--- src/rtl/noc_pkg.sv ---
// Shared definitions for the NoC traffic generator: FSM states and flit field helpers.
package noc_pkg;

    localparam int unsigned SEQ_W = 16;
    localparam int unsigned IDX_W = 16;
    localparam int unsigned PAY_W = SEQ_W + IDX_W;

    typedef enum logic [2:0] {
        S_IDLE,
        S_HEAD,
        S_PAY,
        S_GAP,
        S_DONE
    } state_t;

    // Low 32 bits of a payload flit: sequence number above the flit index.
    function automatic logic [PAY_W-1:0] payload_word(input logic [SEQ_W-1:0] seq,
                                                      input logic [IDX_W-1:0] idx);
        return {seq, idx};
    endfunction

endpackage

--- src/rtl/noc_packet_generator.sv ---
// Synthetic packet source: header + payload flits on a valid/ready link,
// with configurable length, inter-packet gap and packet count.
module noc_packet_generator #(
    parameter int FLIT_WIDTH = 34,
    parameter int DEST_WIDTH = 5,
    parameter int LEN_WIDTH  = 8,
    parameter int GAP_WIDTH  = 8,
    parameter int SRC_ID     = 0
) (
    input  logic                  clk,
    input  logic                  rst,
    input  logic                  start,
    input  logic                  stop,
    input  logic [DEST_WIDTH-1:0] cfg_dest,
    input  logic [LEN_WIDTH-1:0]  cfg_len,
    input  logic [GAP_WIDTH-1:0]  cfg_gap,
    input  logic [31:0]           cfg_num_pkts,
    output logic [FLIT_WIDTH-1:0] out_flit,
    output logic                  out_last,
    output logic                  out_valid,
    input  logic                  out_ready,
    output logic                  busy,
    output logic                  done,
    output logic [31:0]           pkt_count
);
    import noc_pkg::*;

    localparam logic [DEST_WIDTH-1:0] SRC_F = DEST_WIDTH'(SRC_ID);

    state_t                r_state;
    state_t                w_state_nxt;
    logic [DEST_WIDTH-1:0] r_dest;
    logic [LEN_WIDTH-1:0]  r_len;
    logic [LEN_WIDTH-1:0]  r_idx;
    logic [GAP_WIDTH-1:0]  r_gap;
    logic [GAP_WIDTH-1:0]  r_gcnt;
    logic [31:0]           r_num;
    logic [31:0]           r_pkt_count;
    logic [SEQ_W-1:0]      r_seq;
    logic                  r_stop_req;

    logic w_valid, w_last, w_xfer, w_eop, w_stop_any, w_finish, w_start_ok;

    always_comb begin
        w_valid    = (r_state == S_HEAD) || (r_state == S_PAY);
        w_last     = ((r_state == S_HEAD) && (r_len == LEN_WIDTH'(1))) ||
                     ((r_state == S_PAY)  && (r_idx == r_len - LEN_WIDTH'(1)));
        w_xfer     = w_valid && out_ready;
        w_eop      = w_xfer && w_last;
        // Stop seen at any point while busy (or with the starting pulse) is remembered.
        w_stop_any = r_stop_req || stop;
        w_finish   = ((r_num != '0) && ((r_pkt_count + 32'd1) == r_num)) || w_stop_any;
        w_start_ok = start && ((r_state == S_IDLE) || (r_state == S_DONE));
    end

    always_ff @(posedge clk) begin
        if (rst) r_state <= S_IDLE;
        else     r_state <= w_state_nxt;
    end

    always_comb begin
        w_state_nxt = r_state;
        case (r_state)
            S_IDLE, S_DONE: if (start) w_state_nxt = S_HEAD;
            S_HEAD, S_PAY: begin
                if (w_eop) begin
                    if (w_finish)           w_state_nxt = S_DONE;
                    else if (r_gap == '0)   w_state_nxt = S_HEAD;
                    else                    w_state_nxt = S_GAP;
                end else if (w_xfer) begin
                    w_state_nxt = S_PAY;
                end
            end
            S_GAP: begin
                if (w_stop_any)                    w_state_nxt = S_DONE;
                else if (r_gcnt == GAP_WIDTH'(1))  w_state_nxt = S_HEAD;
            end
            default: w_state_nxt = S_IDLE;
        endcase
    end

    always_ff @(posedge clk) begin
        if (rst) begin
            r_dest      <= '0;
            r_len       <= '0;
            r_idx       <= '0;
            r_gap       <= '0;
            r_gcnt      <= '0;
            r_num       <= '0;
            r_pkt_count <= '0;
            r_seq       <= '0;
            r_stop_req  <= 1'b0;
        end else begin
            if (w_start_ok) begin
                r_dest      <= cfg_dest;
                r_len       <= (cfg_len == '0) ? LEN_WIDTH'(1) : cfg_len;
                r_gap       <= cfg_gap;
                r_num       <= cfg_num_pkts;
                r_pkt_count <= '0;
                r_seq       <= '0;
                r_stop_req  <= stop;
            end else if (busy) begin
                r_stop_req  <= r_stop_req | stop;
            end

            if ((r_state == S_HEAD) && w_xfer)     r_idx <= LEN_WIDTH'(1);
            else if ((r_state == S_PAY) && w_xfer) r_idx <= r_idx + LEN_WIDTH'(1);

            if (w_eop) begin
                if (r_pkt_count != '1) r_pkt_count <= r_pkt_count + 32'd1;
                r_seq  <= r_seq + SEQ_W'(1);
                r_gcnt <= r_gap;
            end else if (r_state == S_GAP) begin
                r_gcnt <= r_gcnt - GAP_WIDTH'(1);
            end
        end
    end

    always_comb begin
        out_flit = '0;
        if (r_state == S_HEAD) begin
            out_flit[FLIT_WIDTH-1 -: DEST_WIDTH]            = r_dest;
            out_flit[FLIT_WIDTH-1-DEST_WIDTH -: DEST_WIDTH] = SRC_F;
            out_flit[SEQ_W-1:0]                             = r_seq;
        end else if (r_state == S_PAY) begin
            out_flit[PAY_W-1:0] = payload_word(r_seq, IDX_W'(r_idx));
        end
    end

    assign out_valid = w_valid;
    assign out_last  = w_last;
    assign busy      = (r_state == S_HEAD) || (r_state == S_PAY) || (r_state == S_GAP);
    assign done      = (r_state == S_DONE);
    assign pkt_count = r_pkt_count;

endmodule
--- config.mk ---
export PLATFORM = sky130hd
export DESIGN_NAME = noc_packet_generator
export DESIGN_NICKNAME = d
export VERILOG_FILES = /design/src/rtl/noc_pkg.sv /design/src/rtl/noc_packet_generator.sv
export SDC_FILE = /design/constraint.sdc
export NUM_CORES = 1
export LEC_CHECK = 0
export BUFFER_PORTS_ARGS = -buffer_cell sky130_fd_sc_hd__buf_2
export CAP_MARGIN = 20
export CORE_UTILIZATION = 56
export CTS_CLUSTER_SIZE = 25
export DETAILED_ROUTE_END_ITERATION = 16
export PLACE_DENSITY = 0.8
export SLEW_MARGIN = 25
export SYNTH_ARGS = -nofsm -noshare
export SYNTH_HDL_FRONTEND = slang
export SYNTH_SLANG_ARGS = --single-unit
export TNS_END_PERCENT = 50
--- constraint.sdc ---
create_clock -name clk -period 4 [get_ports clk]
set_clock_uncertainty 0.2 [all_clocks]
set_input_delay 0.4 -clock clk [delete_from_list [all_inputs] [get_ports clk]]
set_output_delay 0.4 -clock clk [all_outputs]
set_load 0.03 [all_outputs]
* Word-level counts from Yosys, hierarchy flattened
Index checks and enable logic that the tools add are counted.
** Operators by class
- $add $sub $neg :: 5
- Equality and inequality tests :: 12
- Muxes and demuxes :: 25
- Bitwise logic cells :: 1
- Reductions and logical operators :: 26
** Operators with widths (number)
- $mux 32 :: 4
- $mux 16 :: 3
- $mux 8 :: 5
- $add 32x1->32 const B :: 1
- $eq 32x32->1 :: 1
- $ne 32x32->1 const B :: 1
- $reduce_bool 32->1 :: 1
- $mux 3 :: 6
- $add 16x1->16 const B :: 1
- $eq 8x1->1 const B :: 2
- $logic_not 8->1 :: 2
- $sub 8x1->8 const B :: 2
- $pmux 3 s3 :: 1
- $add 8x1->8 const B :: 1
- $eq 8x8->1 :: 1
- $logic_and 1x1->1 :: 8
- $reduce_bool 2->1 :: 4
- $eq 3x2->1 const B :: 2
- $logic_or 1x1->1 :: 6
- $ne 3x3->1 const B :: 2
- $reduce_or 2->1 :: 3
- $mux 1 :: 4
- $mux 2 :: 2
- $eq 3x1->1 const B :: 1
- other kinds (5) :: 5
** Storage, ports and cells
- Flip-flop bits (word level) :: 121
- Bits of input ports :: 58

* Depth between registers and ports, before layout
Gate-level depths: netlist of the first run.
- Depth in word-level cells :: 7
- Gate-level depth with buffers :: 12

* Worst setup path before layout of the first run
OpenSTA, ideal clock, no wires.
- Path kind :: register -> register
- Start point :: reg r_pkt_count[0] (netlist: pkt_count[0])
- End point :: reg r_state[2]
- Setup time :: 0.061 ns
- Arrival :: 2.556 ns
- Data required time :: 3.739 ns
- Setup slack :: 1.184 ns
- Cell stages (with the launch flop) :: 10
- Path buffers :: 1
- Path through :: dfxtp_1 > ha_1 > nand2_1 > or4_1 > buf_2 > nor4_4 > a31oi_1 > nand4b_1 > nor4_2 > o221a_1
** Between the ends
- Word-level cells in the longest chain between the ends :: 7
** Ends and longest elaborated chain
- from (decl) :: line noc_packet_generator.sv:38 : logic [31:0] r_pkt_count;
- from (signal assigned) :: line noc_packet_generator.sv:110 : if (r_pkt_count != '1) r_pkt_count <= r_pkt_count + 32'd1;
- $add 32x1->32 :: line noc_packet_generator.sv:52 : w_finish = ((r_num != '0) && ((r_pkt_count + 32'd1) == r_num)) || w_stop_any;
- $eq 32x32->1 :: line noc_packet_generator.sv:52
- $logic_and 1x1->1 :: line noc_packet_generator.sv:52
- $logic_or 1x1->1 :: line noc_packet_generator.sv:52
- $mux 3 :: line noc_packet_generator.sv:67 : if (w_finish) w_state_nxt = S_DONE;
- $mux 3 :: line noc_packet_generator.sv:66 : if (w_eop) begin
- $pmux 3 s3 :: line noc_packet_generator.sv:63 : case (r_state)
- to (signal assigned) :: line noc_packet_generator.sv:58 : else r_state <= w_state_nxt;
- to (decl) :: line noc_packet_generator.sv:30 : state_t r_state;
No other way between the ends.
A chain may end at the register's enable or synchronous reset.

* Final worst setup path of the first run
- Start point :: reg r_pkt_count[0] (netlist: pkt_count[0])
- End point :: reg r_pkt_count[25] (netlist: pkt_count[25])
** Between the ends
- Word-level cells in the longest chain between the ends :: 3
** Ends and longest elaborated chain
- $add 32x1->32 or $ne 32x32->1 (tied branches) :: line noc_packet_generator.sv:110
- $mux 32 * :: line noc_packet_generator.sv:110
- $mux 32 * :: line noc_packet_generator.sv:109 : if (w_eop) begin
Mark *: on every way between the ends. The rest lies on a longest branch, timed or not.

==> results of run 1 <==
kinds of logic after synthesis:
group,count (synthesis),share of synthesized area
AND/OR/NAND/NOR,425,0.311
AO/OA/AOI/OAI,190,0.158
flip-flops,121,0.349
buffers and inverters,78,0.0484
XOR/XNOR,74,0.0935
multiplexers,18,0.0263
adder cells (fa/ha/maj),7,0.0126
where the power goes:
part / total [mW] / switching, mW / internal (mW)
combinational: 0.821 / 0.522 / 0.299
clock: 1.70 / 0.576 / 1.12
sequential: 1.43 / 0.127 / 1.31
total: 3.95 / 1.22 / 2.73
cell usage in the layout, fill, tap and decap left out, types with 13 or more instances in the layout:
cell | Yosys | final
a21oi_1 | 99 | 99
and2_1 | 29 | 28
buf_2 | 18 | 127
buf_4 | 5 | 13
clkbuf_16 | 0 | 17
dfxtp_1 | 121 | 121
inv_1 | 17 | 17
mux2i_1 | 16 | 16
nand2_1 | 159 | 158
nand3_1 | 37 | 37
nand4_1 | 19 | 19
nor2_1 | 61 | 61
nor3_1 | 19 | 18
nor4_1 | 24 | 24
o21ai_0 | 38 | 38
or3_1 | 13 | 13
xnor2_1 | 43 | 43
xor2_1 | 31 | 31
state kept, by name, summed over array words and instances (netlist names):
name and flops:
pkt_count 32, r_len 8, r_gcnt 8, r_state 3
r_stop_req 1, r_seq 16, r_dest 5, r_gap 8
r_idx 8, r_num 32
final timing paths:
kind                            slack (ns)            end          from  cells past startpoint
worst max-delay path                  0.70  pkt_count[25]  pkt_count[0]                     10
worst min-delay path                  0.01       r_gap[7]    cfg_gap[7]                      3
worst max register to register        0.70  pkt_count[25]  pkt_count[0]                     10
worst min register to register        0.25      r_dest[4]     r_dest[4]                      2
worst reg2reg max path, cell delays in order (launching register included):
cell and delay (ns):
dfxtp_1 0.45, ha_1 0.30, nand2_1 0.15, nor4_1 0.54, and2_1 0.36, nand2_1 0.14, nor2_1 0.29, o211a_1 0.18
buf_4 0.31, o21ai_0 0.18, o21ai_0 0.12
cell type report:
type | instances | share of cell area
Clock buffer | 18 | 0.0530
Clock inverter | 14 | 0.0264
Inverter | 17 | 0.00771
Multi-Input combinational cell | 714 | 0.506
Sequential cell | 121 | 0.293
Tap cell | 168 | 0.0254
Timing Repair Buffer | 140 | 0.0886
routing by layer:
layer | vias to the layer above | global-route usage | wire length [um]
met5 | - | 0 | 0
met4 | 0 | 0.0956 | 297
met3 | 36 | 0.0691 | 1620
met2 | 303 | 0.466 | 8520
met1 | 3225 | 0.433 | 8600
li1 | 3406 | - | -
per-stage QoR:
step	setup WS (ns)	cell area [um^2]	total power, mW	utilization
2_1_floorplan	1.18	6930	2.04	-
3_3_place_gp	0.907	7620	2.25	0.632
3_5_place_dp	0.858	7620	2.26	0.632
4_1_cts	0.826	8280	3.95	0.686
5_1_grt	0.513	8280	4.14	0.686
6_report	0.703	8280	3.95	0.686
==> flow_summary.yaml, run 1 <==
critical_path:
  path_cells: "ha_1, nand2_1, nor4_1, and2_1, nand2_1, nor2_1, o211a_1, buf_4, o21ai_0, o21ai_0"
  critical_path_class: "reg2reg"
  crit_arrival_ns: 3.42
  cp_num_buf_inv: 1
  start_kind: "register"
  slowest_stage: "nor4_1"
  worst_setup_path_end_kind: "register"
  critPathTopFamily: "simple AND/OR/NAND/NOR gates"
  cp.required_ns: 4.12
  crit_fanout: 28
  cpPeakStageDelay_ns: 0.54
sta:
  clock.fmax_mhz: 303
  layout_min_cycle_time_ns: 3.30
  hold_viol: 0
  setup_viol: 0
  maxSlewHeadroom: 0.427
  holdWs_ns: 0.0143
  slew_violations: 0
  worstMarginPinSlew_ns: 0.853
  finalCritPeriodShare: 0.824
  setup_tns_ns: 0
  grt_setup_unrepaired: "no"
floorplan:
  die_w_um: 113
  die_y_um: 113
  core_area_um2: 12100
  dieArea_um2: 12800
  fp-row-count: 40
  top_level_ports: 128
  start_util: 0.575
placed_design:
  gp_congestion: 0.988
  place_inst: 1160
  portBuffers: 127
  dp_hpwl_um: 13300
routing:
  drt_wl_total_um: 19000
  post-route-drc-count: 0
  num_vias: 6970
  dr.pass1.iters: 7
  via_per_inst: 5.85
  antenna_left: 0
  drtIter0Drc: 587
  wl_per_cell_um: 16.0
clocking:
  cts_buffers: 17
  cts.sinks: 121
  cts.root.buffer_cell: "clkbuf_16"
  cts_hold_buf: 0
  clockBufferDepth: 2
  cts_resized: 0
  htreeDepth: 4
  clk_pin_slew_ns: 0.06
  cts_setup_buffers: 0
  clk_latency_ns: 0.42
  cts_tree: "done"
layout:
  stdcell_count: 1192
  drive_gt1_frac: 0.185
  multi_input_area_um2: 4190
  num_antenna_cells: 0
  fin_nets: 1076
  seq_area_um2: 2420
  nFillCells: 1022
  area_growth_syn_to_layout_pct: 19.4
synthesis:
  ys_seq_area_frac: 0.349
  syn_area_per_cell_um2: 7.59
  yosysMostFrequentCell: "nand2_1"
  yosysWarnings: 0
  synth_fp_nets: 978
  synthFlopType: "dfxtp_1"
  synth_area_um2: 6930
  yosysTopAreaCell: "dfxtp_1"
  synth_area_leaders: "dfxtp_1 (35%), nand2_1 (8.6%), a21oi_1 (7.1%)"
  syn_inst: 913
  synth_edf_count: 0
  ys_ff_latch: 121
  synth_common_cells: "nand2_1 (159), dfxtp_1 (121), a21oi_1 (99)"
  synth_cell_type_count: 62
  synth_top_area_share: 0.349
  async_flop_share: 0
status:
  status: "finished, final reports clean"
pwr:
  p_leak_nw: 3.28
  vdd_drop_max_mv: 0.316
  p_per_area_nw_per_um2: 477
global_routing:
  grt_use_total: 0.307
  grt_pass1_wl_um: 31100
  overflow: 0
  grt_pass1_vias: 6199
  grt_max_degree: 80
  antenna_found_initial: 0
hold_path:
  hold_path.class: "in2reg"
job:
  drv_cap: 0
No activity file was read; power rests on OpenSTA's default activity.
==> run 2, diff against run 1 <==
Settings changed: CORE_UTILIZATION 56 to 51, PLACE_DENSITY 0.8 to 0.77.
Clock period 4 ns to 2.84 ns, I/O delays scaled along.
==> flow_summary.yaml, run 2 (synthesis results as in run 1) <==
routing:
  wl_met2_um: 10200
  drt_wl_total_um: 22600
  drt-met1-wl_um: 9530
  wl_met3_um: 2180
  wl_per_cell_um: 17.1
  post-route-drc-count: 0
  antenna_left: 0
  via_per_inst: 5.80
  topRoutingLayerUsed: "met4"
  drtIter0Drc: 969
  num_vias: 7665
  dr.pass1.iters: 6
critical_path:
  cp.required_ns: 2.97
  crit_fanout: 6
  start_kind: "register"
  crit_arrival_ns: 3.06
  ff2ff_path_depth: 13
  worst_setup_path_end_kind: "register"
  critical_path_class: "reg2reg"
clocking:
  cts.sinks: 121
  htreeDepth: 4
  clk_latency_ns: 0.43
  clockBufferDepth: 2
  clk_pin_slew_ns: 0.06
  cts_tree: "done"
  cts.root.buffer_cell: "clkbuf_16"
  cts_buffers: 17
layout:
  layout_commonest_cell: "nand2_1"
  post-route-util: 0.720
  fin_area_um2: 9530
  layout_common_cells: "nand2_1 (158), buf_2 (126), dfxtp_1 (119)"
  area_growth_syn_to_layout_pct: 37.5
  stdcell_count: 1322
  fin_nets: 1199
  num_antenna_cells: 0
  drive_gt1_frac: 0.237
  nFillCells: 1012
global_routing:
  overflow: 0
  grt_pass1_vias: 6769
  grt_pass1_wl_um: 34300
  grt_use_total: 0.308
  grt_max_degree: 59
  antenna_found_initial: 0
sta:
  setup_tns_ns: -0.0910
  grt_setup_unrepaired: "yes"
  layout_min_cycle_time_ns: 2.93
  clock.fmax_mhz: 341
  setup_viol: 1
  finalCritPeriodShare: 1.03
  hold_viol: 0
  worstMarginPinSlew_ns: 0.593
  maxSlewHeadroom: 0.604
  finalWorstSetupSlack_ns: -0.0910
  slew_violations: 0
placed_design:
  dp_hpwl_um: 14400
  place_inst: 1225
  dpl-instance-area_um2: 8080
  portBuffers: 127
  gp_congestion: 0.951
hold_path:
  hold_path.class: "in2reg"
  min_path_cells: 3
floorplan:
  fp-row-count: 42
  dieArea_um2: 14100
  die_w_um: 119
  start_util: 0.524
  die_y_um: 119
  core_area_um2: 13200
  top_level_ports: 128
status:
  violations: "negative setup slack"
  status: "finished with violations"
pwr:
  p_leak_nw: 3.92
  power.total_mw: 5.65
  vdd_drop_max_mv: 0.415
  p_per_area_nw_per_um2: 593
job:
  drv_cap: 0
run 2: cell count changes in the layout (fill, tap and decap cells not counted), moves of 4 or more:
cell,delta
buf_4,+57
dlygate4sd3_1,+55
o21ai_0,-7
o21ai_1,+6
buf_6,+5
clkbuf_16,+4
clkinvlp_4,-4
run 2: repair_timing:
item / CTS / global route
setup endpoints to repair: 2 / 39
hold endpoints to repair: 55 / 0
hold buffers: 55 / 0
setup buffers: 0 / 6
cloned: 0 / 5
pin swaps: 0 / 9
gates resized for setup: 1 / 39
run 2: area by class of cell:
| type | instances | area, um^2 | share of cell area |
|---|---|---|---|
| sequential | 121 | 2420 | 0.254 |
| clock inverter | 8 | 143 | 0.0150 |
| clock buffer | 23 | 478 | 0.0501 |
| inverter | 17 | 63.8 | 0.00669 |
| timing repair buffer | 263 | 1920 | 0.201 |
| multi-input combinational | 714 | 4280 | 0.449 |
| tap | 176 | 220 | 0.0231 |
run 2: worst max-delay path, stage by stage, from the launching register on:
cell,delay [ns]
dfxtp_2,0.33
inv_2,0.04
ha_2,0.31
xor2_1,0.18
nand3_1,0.12
a211oi_2,0.23
and4b_2,0.29
o21ai_4,0.10
buf_6,0.16
nor3_4,0.24
buf_6,0.17
buf_8,0.13
nand2_1,0.09
o21ai_0,0.24
run 2: metrics by stage:
stage | hold WS (ns) | setup WS, ns
2_1_floorplan | 0.220 | 0.0238
3_3_place_gp | 0.238 | 0.0289
3_5_place_dp | 0.246 | 0.00103
4_1_cts | 0.0833 | 0.00425
5_1_grt | 0.128 | -0.133
6_report | 0.106 | -0.0910
run 2: final timing paths:
check             startpoint           end  slack [ns]
setup / recovery    r_len[1]  pkt_count[5]       -0.09
hold / removal     out_ready      r_idx[0]        0.11
setup reg to reg    r_len[1]  pkt_count[5]       -0.09
hold reg to reg    r_dest[4]     r_dest[4]        0.25
run 2: power breakdown:
group	switching, mW	internal (mW)	total (mW)
Sequential	0.156	1.84	2.00
Combinational	0.819	0.551	1.37
Clock	0.762	1.53	2.29
run 2: metal layers:
metal  global-route usage  up-vias
met4                0.115        0
met5                    0        -
met3               0.0801       70
met2                0.474      390
li1                     -     3657
met1                0.414     3548
